===== src/rtl/float16_pkg.sv =====
// Shared binary16 constants, operand classes and the iterative divider state set.
package float16_pkg;

  localparam logic [15:0] FP16_QNAN   = 16'h7E00;
  localparam logic [15:0] FP16_INF    = 16'h7C00;
  localparam int          FP16_BIAS   = 15;
  localparam int          FP16_FRAC_W = 10;
  localparam int          FP16_EXP_W  = 5;

  localparam logic signed [7:0] FP16_BIAS_S = 8'(FP16_BIAS);

  typedef enum logic [2:0] {
    FP_ZERO,
    FP_SUB,
    FP_NORM,
    FP_INF,
    FP_NAN
  } fp_class_e;

  typedef enum logic [1:0] {
    IDLE,
    DIV,
    ROUND,
    DONE
  } div_state_e;

endpackage


===== src/rtl/fp16_unpack.sv =====
// binary16 operand classifier; subnormals are normalized to an 11-bit 1.f
// significand with the unbiased exponent lowered by the normalizing shift.
module fp16_unpack
  import float16_pkg::*;
(
  input  logic              [15:0] a,
  output logic                     sign,
  output fp_class_e                cls,
  output logic              [10:0] sig,
  output logic signed       [7:0]  e_unb
);

  logic [FP16_EXP_W-1:0]  efield;
  logic [FP16_FRAC_W-1:0] frac;
  logic [3:0]             lz;

  // Classify and normalize the operand.
  always_comb begin
    sign   = a[15];
    efield = a[14 -: FP16_EXP_W];
    frac   = a[FP16_FRAC_W-1:0];
    // Highest set fraction bit wins: it decides the shift that lands it on bit 10.
    lz = '0;
    for (int unsigned i = 0; i < FP16_FRAC_W; i++) begin
      if (frac[i]) lz = 4'(FP16_FRAC_W - i);
    end
    cls   = FP_NORM;
    sig   = {1'b1, frac};
    e_unb = $signed({3'b000, efield}) - FP16_BIAS_S;
    if (efield == '0) begin
      if (frac == '0) begin
        cls   = FP_ZERO;
        sig   = '0;
        e_unb = '0;
      end else begin
        cls   = FP_SUB;
        sig   = {1'b0, frac} << lz;
        e_unb = 8'sd1 - FP16_BIAS_S - $signed({4'b0000, lz});
      end
    end else if (efield == '1) begin
      cls = (frac == '0) ? FP_INF : FP_NAN;
    end
  end

endmodule


===== src/rtl/fp16_div_iter.sv =====
// Iterative binary16 divider: restoring division one quotient bit per cycle,
// round-to-nearest-even. Optional macro FP16_DIV_FLAGS_EN adds the
// flags[4:0] = {invalid, divzero, overflow, underflow, inexact} output.
module fp16_div_iter
  import float16_pkg::*;
#(
  parameter int unsigned QBITS = 14
) (
  input  logic        clk,
  input  logic        rst,
  input  logic        in_valid,
  output logic        in_ready,
  input  logic [15:0] num1,
  input  logic [15:0] num2,
  output logic        out_valid,
  input  logic        out_ready,
  output logic [15:0] result
`ifdef FP16_DIV_FLAGS_EN
  ,
  output logic [4:0]  flags
`endif
);

  div_state_e              state_q, state_d;
  logic [3:0]              cnt_q, cnt_d;
  logic [11:0]             rem_q, rem_d;
  logic [QBITS-1:0]        q_q, q_d;
  logic [10:0]             mb_q, mb_d;
  logic signed [7:0]       e_q, e_d;
  logic                    sign_q, sign_d;
  logic [15:0]             result_q, result_d;

  logic                    a_sign, b_sign;
  fp_class_e               a_cls, b_cls;
  logic [10:0]             a_sig, b_sig;
  logic signed [7:0]       a_exp, b_exp;

  logic                    is_special;
  logic [15:0]             spec_res, rnd_res;
  logic [11:0]             rem_t;
  logic                    q_bit;

  logic [QBITS-1:0]        qn;
  logic signed [7:0]       en, er;
  logic [10:0]             sig;
  logic                    g, st, tiny, inc;
  logic [7:0]              sh;
  logic [23:0]             wide;
  logic [11:0]             sum;

`ifdef FP16_DIV_FLAGS_EN
  logic [4:0]              flags_q, flags_d, spec_flags, rnd_flags;
  assign flags = flags_q;
`endif

  fp16_unpack u_unpack_a (.a(num1), .sign(a_sign), .cls(a_cls), .sig(a_sig), .e_unb(a_exp));
  fp16_unpack u_unpack_b (.a(num2), .sign(b_sign), .cls(b_cls), .sig(b_sig), .e_unb(b_exp));

  assign in_ready  = (state_q == IDLE);
  assign out_valid = (state_q == DONE);
  assign result    = result_q;

  // Special-operand results, resolved in one step at accept.
  always_comb begin
    is_special = 1'b1;
    spec_res   = {a_sign ^ b_sign, 15'd0};
`ifdef FP16_DIV_FLAGS_EN
    spec_flags = '0;
`endif
    if (a_cls == FP_NAN || b_cls == FP_NAN ||
        (a_cls == FP_ZERO && b_cls == FP_ZERO) || (a_cls == FP_INF && b_cls == FP_INF)) begin
      spec_res = FP16_QNAN;
`ifdef FP16_DIV_FLAGS_EN
      spec_flags = 5'b10000;
`endif
    end else if (a_cls == FP_INF) begin
      spec_res = {a_sign ^ b_sign, FP16_INF[14:0]};
    end else if (b_cls == FP_ZERO) begin
      spec_res = {a_sign ^ b_sign, FP16_INF[14:0]};
`ifdef FP16_DIV_FLAGS_EN
      spec_flags = 5'b01000;
`endif
    end else if (a_cls == FP_ZERO || b_cls == FP_INF) begin
      spec_res = {a_sign ^ b_sign, 15'd0};
    end else begin
      is_special = 1'b0;
    end
  end

  // Normalize the raw quotient, denormalize tiny results, then round to nearest-even.
  always_comb begin
    qn   = q_q[QBITS-1] ? q_q : (q_q << 1);
    en   = q_q[QBITS-1] ? e_q : (e_q - 8'sd1);
    sig  = qn[QBITS-1 -: 11];
    g    = qn[QBITS-12];
    st   = (|qn[QBITS-13:0]) | (rem_q != '0);
    tiny = (en <= 8'sd0);
    sh   = 8'(8'sd1 - en);
    wide = '0;
    if (tiny) begin
      if (sh > 8'd12) begin
        sig = '0;
        g   = 1'b0;
        st  = 1'b1;
      end else begin
        wide = {sig, g, 12'd0} >> sh;
        sig  = wide[23:13];
        g    = wide[12];
        st   = st | (|wide[11:0]);
      end
    end
    inc = g & (st | sig[0]);
    sum = {1'b0, sig} + {11'd0, inc};
    er  = en + $signed({7'd0, sum[11]});
`ifdef FP16_DIV_FLAGS_EN
    rnd_flags = {3'b000, tiny & (g | st), g | st};
`endif
    // A subnormal that rounds up into bit 10 carries straight into exponent field 1.
    if (tiny) begin
      rnd_res = {sign_q, 4'd0, sum[10:0]};
    end else if (er >= 8'sd31) begin
      rnd_res = {sign_q, FP16_INF[14:0]};
`ifdef FP16_DIV_FLAGS_EN
      rnd_flags = 5'b00101;
`endif
    end else begin
      rnd_res = {sign_q, er[4:0], sum[9:0]};
    end
  end

  // Next-state and datapath update.
  always_comb begin
    state_d  = state_q;
    cnt_d    = cnt_q;
    rem_d    = rem_q;
    q_d      = q_q;
    mb_d     = mb_q;
    e_d      = e_q;
    sign_d   = sign_q;
    result_d = result_q;
`ifdef FP16_DIV_FLAGS_EN
    flags_d  = flags_q;
`endif
    rem_t    = rem_q;
    q_bit    = 1'b0;
    case (state_q)
      IDLE: begin
        if (in_valid) begin
          sign_d = a_sign ^ b_sign;
          if (is_special) begin
            result_d = spec_res;
`ifdef FP16_DIV_FLAGS_EN
            flags_d  = spec_flags;
`endif
            state_d  = DONE;
          end else begin
            rem_d   = {1'b0, a_sig};
            mb_d    = b_sig;
            q_d     = '0;
            cnt_d   = '0;
            e_d     = a_exp - b_exp + FP16_BIAS_S;
            state_d = DIV;
          end
        end
      end
      DIV: begin
        if (rem_q >= {1'b0, mb_q}) begin
          rem_t = rem_q - {1'b0, mb_q};
          q_bit = 1'b1;
        end
        rem_d = rem_t << 1;
        q_d   = {q_q[QBITS-2:0], q_bit};
        cnt_d = cnt_q + 4'd1;
        if (cnt_q == 4'(QBITS - 1)) state_d = ROUND;
      end
      ROUND: begin
        result_d = rnd_res;
`ifdef FP16_DIV_FLAGS_EN
        flags_d  = rnd_flags;
`endif
        state_d  = DONE;
      end
      DONE: begin
        if (out_ready) state_d = IDLE;
      end
      default: state_d = IDLE;
    endcase
  end

  // State and datapath registers; reset aborts any operation in flight.
  always_ff @(posedge clk or posedge rst) begin
    if (rst) begin
      state_q  <= IDLE;
      cnt_q    <= '0;
      rem_q    <= '0;
      q_q      <= '0;
      mb_q     <= '0;
      e_q      <= '0;
      sign_q   <= 1'b0;
      result_q <= '0;
`ifdef FP16_DIV_FLAGS_EN
      flags_q  <= '0;
`endif
    end else begin
      state_q  <= state_d;
      cnt_q    <= cnt_d;
      rem_q    <= rem_d;
      q_q      <= q_d;
      mb_q     <= mb_d;
      e_q      <= e_d;
      sign_q   <= sign_d;
      result_q <= result_d;
`ifdef FP16_DIV_FLAGS_EN
      flags_q  <= flags_d;
`endif
    end
  end

endmodule


===== config.mk =====
export PLATFORM = sky130hd
export DESIGN_NAME = fp16_div_iter
export DESIGN_NICKNAME = d
export VERILOG_FILES = /design/src/rtl/float16_pkg.sv /design/src/rtl/fp16_unpack.sv /design/src/rtl/fp16_div_iter.sv
export SDC_FILE = /design/constraint.sdc
export NUM_CORES = 1
export LEC_CHECK = 0
export ABC_AREA = 1
export CAP_MARGIN = 10
export CORE_AREA = 3 3 180 165
export CTS_BUF_LIST = sky130_fd_sc_hd__clkbuf_4
export DETAILED_ROUTE_END_ITERATION = 8
export DIE_AREA = 0 0 183 168
export SLEW_MARGIN = 20
export SYNTH_ARGS = -nofsm -noshare
export SYNTH_HDL_FRONTEND = slang
export SYNTH_SLANG_ARGS = --single-unit

===== constraint.sdc =====
create_clock -name clk -period 5.95 [get_ports clk]
set_clock_uncertainty 0.15 [all_clocks]
set_input_delay 0.8925 -clock clk [delete_from_list [all_inputs] [get_ports clk]]
set_output_delay 0.8925 -clock clk [all_outputs]
set_load 0.05 [all_outputs]

* Word-level counts from Yosys, hierarchy flattened *
Cells that the tools add are included.

word-level totals
  register bits = 68
  input bits = 36
  word-level logic and storage cells = 143

operators by class
  reduce and logical (&&, ||, !) cells = 23
  bitwise operators = 6
  order comparisons = 4
  shift operators = 3
  eq/ne operators = 15
  add/sub/neg operators = 12
  mux-type cells = 72

operators with widths
  cell                                                                number
  4-bit two-way mux                                                   22
  11-bit two-way mux                                                  7
  15-bit two-way mux                                                  4
  16-bit two-way mux                                                  3
  14-bit two-way mux                                                  3
  8-bit two-way mux                                                   5
  16-bit case mux with 2 select lines                                 1
  14-bit case mux with 2 select lines                                 1
  12-bit two-way mux                                                  2
  12-bit case mux with 2 select lines                                 1
  24-bit by 8-bit >> shifter with 24-bit output                       1
  10-bit by 4-bit left shift with 11-bit output                       2
  10-bit zero test                                                    2
  3-bit two-way mux                                                   6
  11-bit by 1-bit adder with 12-bit output                            1
  12-bit by 11-bit greater-or-equal comparator with 1-bit output      1
  3-bit AND reduction                                                 4
  12-bit nonzero test                                                 1
  12-bit OR reduction                                                 1
  5-bit by 4-bit subtractor with 6-bit output, second input constant  2
  5-bit by 5-bit subtractor with 6-bit output, first input constant   2
  1-bit two-way mux                                                   11
  11-bit subtractor                                                   1
  5-bit == test, second input constant                                2
  other kinds (31)                                                    49

* Logic depth before layout (Yosys ltp) *
  word-level depth = 16
  mapped depth = 43
  gate-level depth less buffers = 42

* Hierarchy *
A second synthesis with hierarchy kept.

unflattened totals
  cell total of the unflattened synthesis = 1,155
  area total of the unflattened synthesis = 7,347.0 µm²

by module, submodules not included
  module         sequential area each (µm²)  times used  area an instance (µm²)  cells an instance
  fp16_div_iter  1,701.6                     1           5,710.5                 827
  fp16_unpack    0.0                         2           818.3                   164

* Worst setup path after synthesis *
OpenSTA, ideal clock, no wires.

  path type = register to register
  start point = register e_q[0]
  end point = register result_q[4], in the netlist result[4]
  stages on the path, launching flop included = 40
  arrival = 5,344 ps
  setup slack = 335 ps
  clock period less this slack = 5,615 ps
  buffers on the path = 2
  cells stage by stage = dfrtp_1 inv_1 ha_1 o21ai_2 clkinv_1 clkbuf_1 ha_1 nand3_1 nor2_4 nand3_2 nor2_2 nor2_8 buf_6 nand3_1 nand2_1 nand2_1 nand2_1 nand2_1 (+4 left out) o21ai_2 nand2_2 nor2_4 nand3_2 nor3_2 nand2_1 nor2_1 ha_1 ha_1 inv_1 nor3_1 xnor2_1 or4_1 a31oi_1 nand2_1 nand3_1 inv_2 a32o_1

on the way
  longest elaborated chain between the ends = 16
  elaborated cells on any way between the ends = 22
  classes of those cells = 4 x add/sub; 3 x order compare; 1 x shift; 10 x mux; 3 x bitwise; 1 x reduce/logical

ends and longest elaborated chain
  what                                                          line                  RTL
  start, declared                                               fp16_div_iter.sv:29   logic signed [7:0] e_q, e_d;
  start signal, assigned                                        fp16_div_iter.sv:198  e_q <= '0;
  start signal, assigned                                        fp16_div_iter.sv:210  e_q <= e_d;
  8-bit by 2-bit subtractor with 8-bit output                   fp16_div_iter.sv:93   en = q_q[QBITS-1] ? e_q : (e_q - 8'sd1);
  8-bit two-way mux *                                           fp16_div_iter.sv:93
  2-bit by 8-bit subtractor with 8-bit output                   fp16_div_iter.sv:98   sh = 8'(8'sd1 - en);
  24-bit by 8-bit >> shifter with 24-bit output                 fp16_div_iter.sv:106  wide = {sig, g, 12'd0} >> sh;
  12-bit OR reduction                                           fp16_div_iter.sv:109  st = st | (|wide[11:0]);
  1-bit bitwise OR                                              fp16_div_iter.sv:109
  1-bit two-way mux                                             fp16_div_iter.sv:101  if (sh > 8'd12) begin
  1-bit two-way mux                                             fp16_div_iter.sv:100  if (tiny) begin
  1-bit bitwise OR                                              fp16_div_iter.sv:112  inc = g & (st | sig[0]);
  1-bit AND                                                     fp16_div_iter.sv:112
  11-bit by 1-bit adder with 12-bit output                      fp16_div_iter.sv:113  sum = {1'b0, sig} + {11'd0, inc};
  8-bit by 2-bit adder with 8-bit output                        fp16_div_iter.sv:114  er = en + $signed({7'd0, sum[11]});
  8-bit by 6-bit greater-or-equal comparator with 1-bit output  fp16_div_iter.sv:121  end else if (er >= 8'sd31) begin
  15-bit two-way mux                                            fp16_div_iter.sv:121
  15-bit two-way mux *                                          fp16_div_iter.sv:119  if (tiny) begin
  16-bit case mux with 2 select lines *                         fp16_div_iter.sv:146  case (state_q)
  end signal, assigned                                          fp16_div_iter.sv:212  result_q <= result_d;
  end, declared                                                 fp16_div_iter.sv:31   logic [15:0] result_q, result_d;

Mark *: on every way between the ends. The rest lies on a longest branch, timed or not.
A chain may end at the register's enable or synchronous reset.

* Worst setup path in the final report *
Ends and elaborated chain as after synthesis.

==> impl_metrics.toml <==
[clock_tree]
cts.path.max_buffers = 2
cts.sink_count = 68
numCtsBuffers = 9
clkSlewWorstSetupHoldPaths_ns = 0.12
cts_tree = "built"
htreeDepth = 3
clock_root_cell = "sky130_fd_sc_hd__clkbuf_4"
clk-insertion-delay-late_ns = 0.45

[run]
max_cap_violations = 0

[hold_path]
hold-path-cell-count = 2
hold_end = "mb_q[10]"
timing.hold.worst.start = "mb_q[10]"
worst_hold_path_type = "flip-flop to flip-flop"

[place]
dp.final_hpwl_um = 16360
placement.cell_area_mm2 = 0.007888
io_buffer_count = 53
routabilityCongestion = 0.9357
place_ws_ns = 0.1060

[die]
core_area_mm2 = 0.02787
floorplan.die_area_mm2 = 0.03074
die_width_um = 183
start_util = 0.2492
i_o_pins = 54
core.rowCount = 58
die_h_um = 168

[power]
power.density_cell_area_mw_per_mm2 = 504.8
power_leakage_uw = 0.003695
vdd_ir_drop_max_mv = 0.2279

[global_routing]
grt_max_degree = 59
via_count_of_the_first_global_routing_pass = 6807
groute.usage.overall = 0.1352
number_of_antenna_violations_at_the_first_check_in_global_routing = 0
grt_pass1_wl_um = 34470
grt_remaining_overflow = 0

[timing]
max_freq_mhz = 181.1
fin_tns_setup_ns = 0
worst_case_headroom_to_the_max_slew_limit = 0.2798
min_period_ns = 5.523
drv_slew = 0
final_worst_hold_slack_ns = 0.3241
hold_viol_final = 0
finalCritPeriodShare = 0.9282
worst-slew-pin-transition_ns = 1.053
finalSetupViolations = 0
fin_ws_ns = 0.4273

[synthesis]
synth_enable_flop_cells = 0
postSynthRegisterBits = 68
synth_nets = 1170
ys_top_cells_by_area = "sky130_fd_sc_hd__dfrtp_1 25%, sky130_fd_sc_hd__nand2_1 14%, sky130_fd_sc_hd__ha_1 7.9%"
netlist_instances = 1088
synth_seq_area_share = 0.2450
synth-main-ff-cell = "sky130_fd_sc_hd__dfrtp_1"
post_synth_num_cell_types = 54
synth_area_per_cell_um2 = 6.383
synth_area_mm2 = 0.006944
synth_warnings = 0
netlist.area_leader.share = 0.2450
synth_async_sr_flop_share = 1.000
yosys.area.top_type = "sky130_fd_sc_hd__dfrtp_1"

[cells_and_area]
flow.area_growth_from_synthesis_pct = 17.39
design.final.nets = 1221
final_cell_area_mm2 = 0.008152
post_route_cells_drive_above_1_share = 0.08392
multi_input_area_mm2 = 0.004581
regArea_mm2 = 0.001702
antennaDiodeCount = 0
fillerInstances = 3112
utilization = 0.2925

[setup_path]
crit_path_largest_cell_delay_ns = 0.44
r2r-start = "e_q[0]"
timing.critical_path.to_type = "flip-flop"
worst_ep_required_time_ns = 6.13
cp.arrival_ns = 5.70
regToRegEndpoint = "result[4]"
r2r.worst_path.cells = 41
critPathSlowestCell = "sky130_fd_sc_hd__or4_4"
path_buf_inv = 6
timing.critical_path.from_type = "flip-flop"
worst-r2r-setup-slack_ns = 0.43
setup.worst_path.class = "flip-flop to flip-flop"
cp_common_cell = "sky130_fd_sc_hd__nand2_1"
cpLargestDelayFamily = "simple AND/OR/NAND/NOR gates"
peak_fanout_along_the_critical_path = 7
setup.worst_path.start = "e_q[0]"

[run_status]
outcome = "finished clean"

[drt]
dr.pass1.iters = 5
drt-wirelength-per-cell_um = 13.76
antenna_left = 0
drt_iter0_drc = 599
finalWirelength_um = 20690
detail_route.vias_per_cell = 4.913
num_vias = 7389
drt_drc_violations_left = 0
==> worst max path at each step <==
| stage | slack (ns) | depth (start not counted) | endpoint |
|---|---|---|---|
| 6_report | 0.43 | 41 | result[4] |
| 2_1_floorplan | 0.33 | 39 | result[4] |
| 3_5_place_dp | 0.11 | 41 | result[4] |
| 3_3_place_gp | 0.31 | 41 | result[4] |
| 5_1_grt | -0.03 | 41 | result[4] |
| 4_1_cts | 0.07 | 41 | result[4] |
==> cell families after synthesis <==
| kind of cell | count (synthesis) | synth area share |
|---|---|---|
| AND/OR/NAND/NOR | 523 | 0.3389 |
| buffers and inverters | 194 | 0.1099 |
| multiplexers | 1 | 0.001441 |
| AO/OA/AOI/OAI | 233 | 0.1906 |
| flip-flops | 68 | 0.2450 |
| adder cells (fa/ha/maj) | 46 | 0.08505 |
| XOR/XNOR | 23 | 0.02901 |
==> worst reg2reg max path: cells and delay by family, from the launching register on <==
kind	cells	cell delay [ns]
buffers and inverters	6	0.45
flip-flops	1	0.40
AO/OA/AOI/OAI	3	0.66
AND/OR/NAND/NOR	27	2.86
adder cells (fa/ha/maj)	4	0.79
XOR/XNOR	1	0.10
==> registers in the layout, indices dropped and copies added (netlist names) <==
| name | flops |
|---|---|
| sign_q | 1 |
| cnt_q | 4 |
| rem_q | 12 |
| state_q | 2 |
| result | 16 |
| q_q | 14 |
| mb_q | 11 |
| e_q | 8 |
==> synth_stat cells (4+ instances only) <==
cell type,instances
sky130_fd_sc_hd__a21oi_1,58
sky130_fd_sc_hd__a22oi_1,10
sky130_fd_sc_hd__a31oi_1,6
sky130_fd_sc_hd__buf_2,7
sky130_fd_sc_hd__clkbuf_1,23
sky130_fd_sc_hd__clkinv_1,4
sky130_fd_sc_hd__dfrtp_1,68
sky130_fd_sc_hd__ha_1,44
sky130_fd_sc_hd__inv_1,143
sky130_fd_sc_hd__inv_2,11
sky130_fd_sc_hd__nand2_1,254
sky130_fd_sc_hd__nand2_2,8
sky130_fd_sc_hd__nand3_1,98
sky130_fd_sc_hd__nand4_1,31
sky130_fd_sc_hd__nor2_1,85
sky130_fd_sc_hd__nor2_2,9
sky130_fd_sc_hd__nor3_1,16
sky130_fd_sc_hd__o211ai_1,6
sky130_fd_sc_hd__o21ai_0,108
sky130_fd_sc_hd__o21ai_1,8
sky130_fd_sc_hd__o221ai_1,6
sky130_fd_sc_hd__o22ai_1,9
sky130_fd_sc_hd__o31ai_1,5
sky130_fd_sc_hd__xnor2_1,6
sky130_fd_sc_hd__xor2_1,17
==> area by class of cell <==
class | count | area share
Clock buffer | 10 | 0.009210
Clock inverter | 6 | 0.006754
Inverter | 158 | 0.07306
Multi-Input combinational cell | 829 | 0.5619
Sequential cell | 68 | 0.2087
Tap cell | 360 | 0.05526
Timing Repair Buffer | 73 | 0.08503
==> per-layer routing <==
metal | global-route usage | routed length (µm) | vias up
li1 | - | - | 3744
met1 | 0.1859 | 9511 | 3414
met2 | 0.2208 | 9550 | 208
met3 | 0.02808 | 1298 | 23
met4 | 0.02649 | 329 | 0
met5 | 0 | 0 | -
==> stage by stage <==
step / cells / total power [µW]
final: 1504 / 4115
after global routing: 1504 / 4570
after CTS: 1497 / 3974
after detailed placement: 1481 / 3657
after global placement: 1481 / 3651
after floorplan: 1088 / 2944
==> cells in the final DEF, fill, tap and decap left out, types with 5 or more instances in the layout <==
cell                              instances
sky130_fd_sc_hd__nand4_1                 31
sky130_fd_sc_hd__o21ai_0                108
sky130_fd_sc_hd__xnor2_1                  5
sky130_fd_sc_hd__nor2_2                  10
sky130_fd_sc_hd__o21ai_1                  8
sky130_fd_sc_hd__nor2_4                   5
sky130_fd_sc_hd__inv_1                  141
sky130_fd_sc_hd__dfrtp_1                 68
sky130_fd_sc_hd__clkdlybuf4s50_1         53
sky130_fd_sc_hd__o211ai_1                 6
sky130_fd_sc_hd__clkinv_1                 7
sky130_fd_sc_hd__ha_1                    42
sky130_fd_sc_hd__a31oi_1                  5
sky130_fd_sc_hd__o22ai_1                  9
sky130_fd_sc_hd__xor2_1                  17
sky130_fd_sc_hd__nand3_1                 96
sky130_fd_sc_hd__nand2_1                251
sky130_fd_sc_hd__o221ai_1                 6
sky130_fd_sc_hd__nor3_1                  15
sky130_fd_sc_hd__nand2_2                 10
sky130_fd_sc_hd__a21oi_1                 58
sky130_fd_sc_hd__clkbuf_4                10
sky130_fd_sc_hd__a22oi_1                 10
sky130_fd_sc_hd__inv_2                   12
sky130_fd_sc_hd__o31ai_1                  5
sky130_fd_sc_hd__nor2_1                  85
sky130_fd_sc_hd__buf_4                   19
==> where the power goes <==
group          switching (µW)  internal [µW]
Sequential                109            609
Clock                     172            129
Combinational            2080           1020
Total                    2360           1760
==> timing repair <==
item,4_1_cts,5_1_grt
gates resized for setup,0,17
buffers inserted,0,4
endpoints found under the setup margin,0,15
hold buffers,0,0
Power figures use the tool's default switching activity.
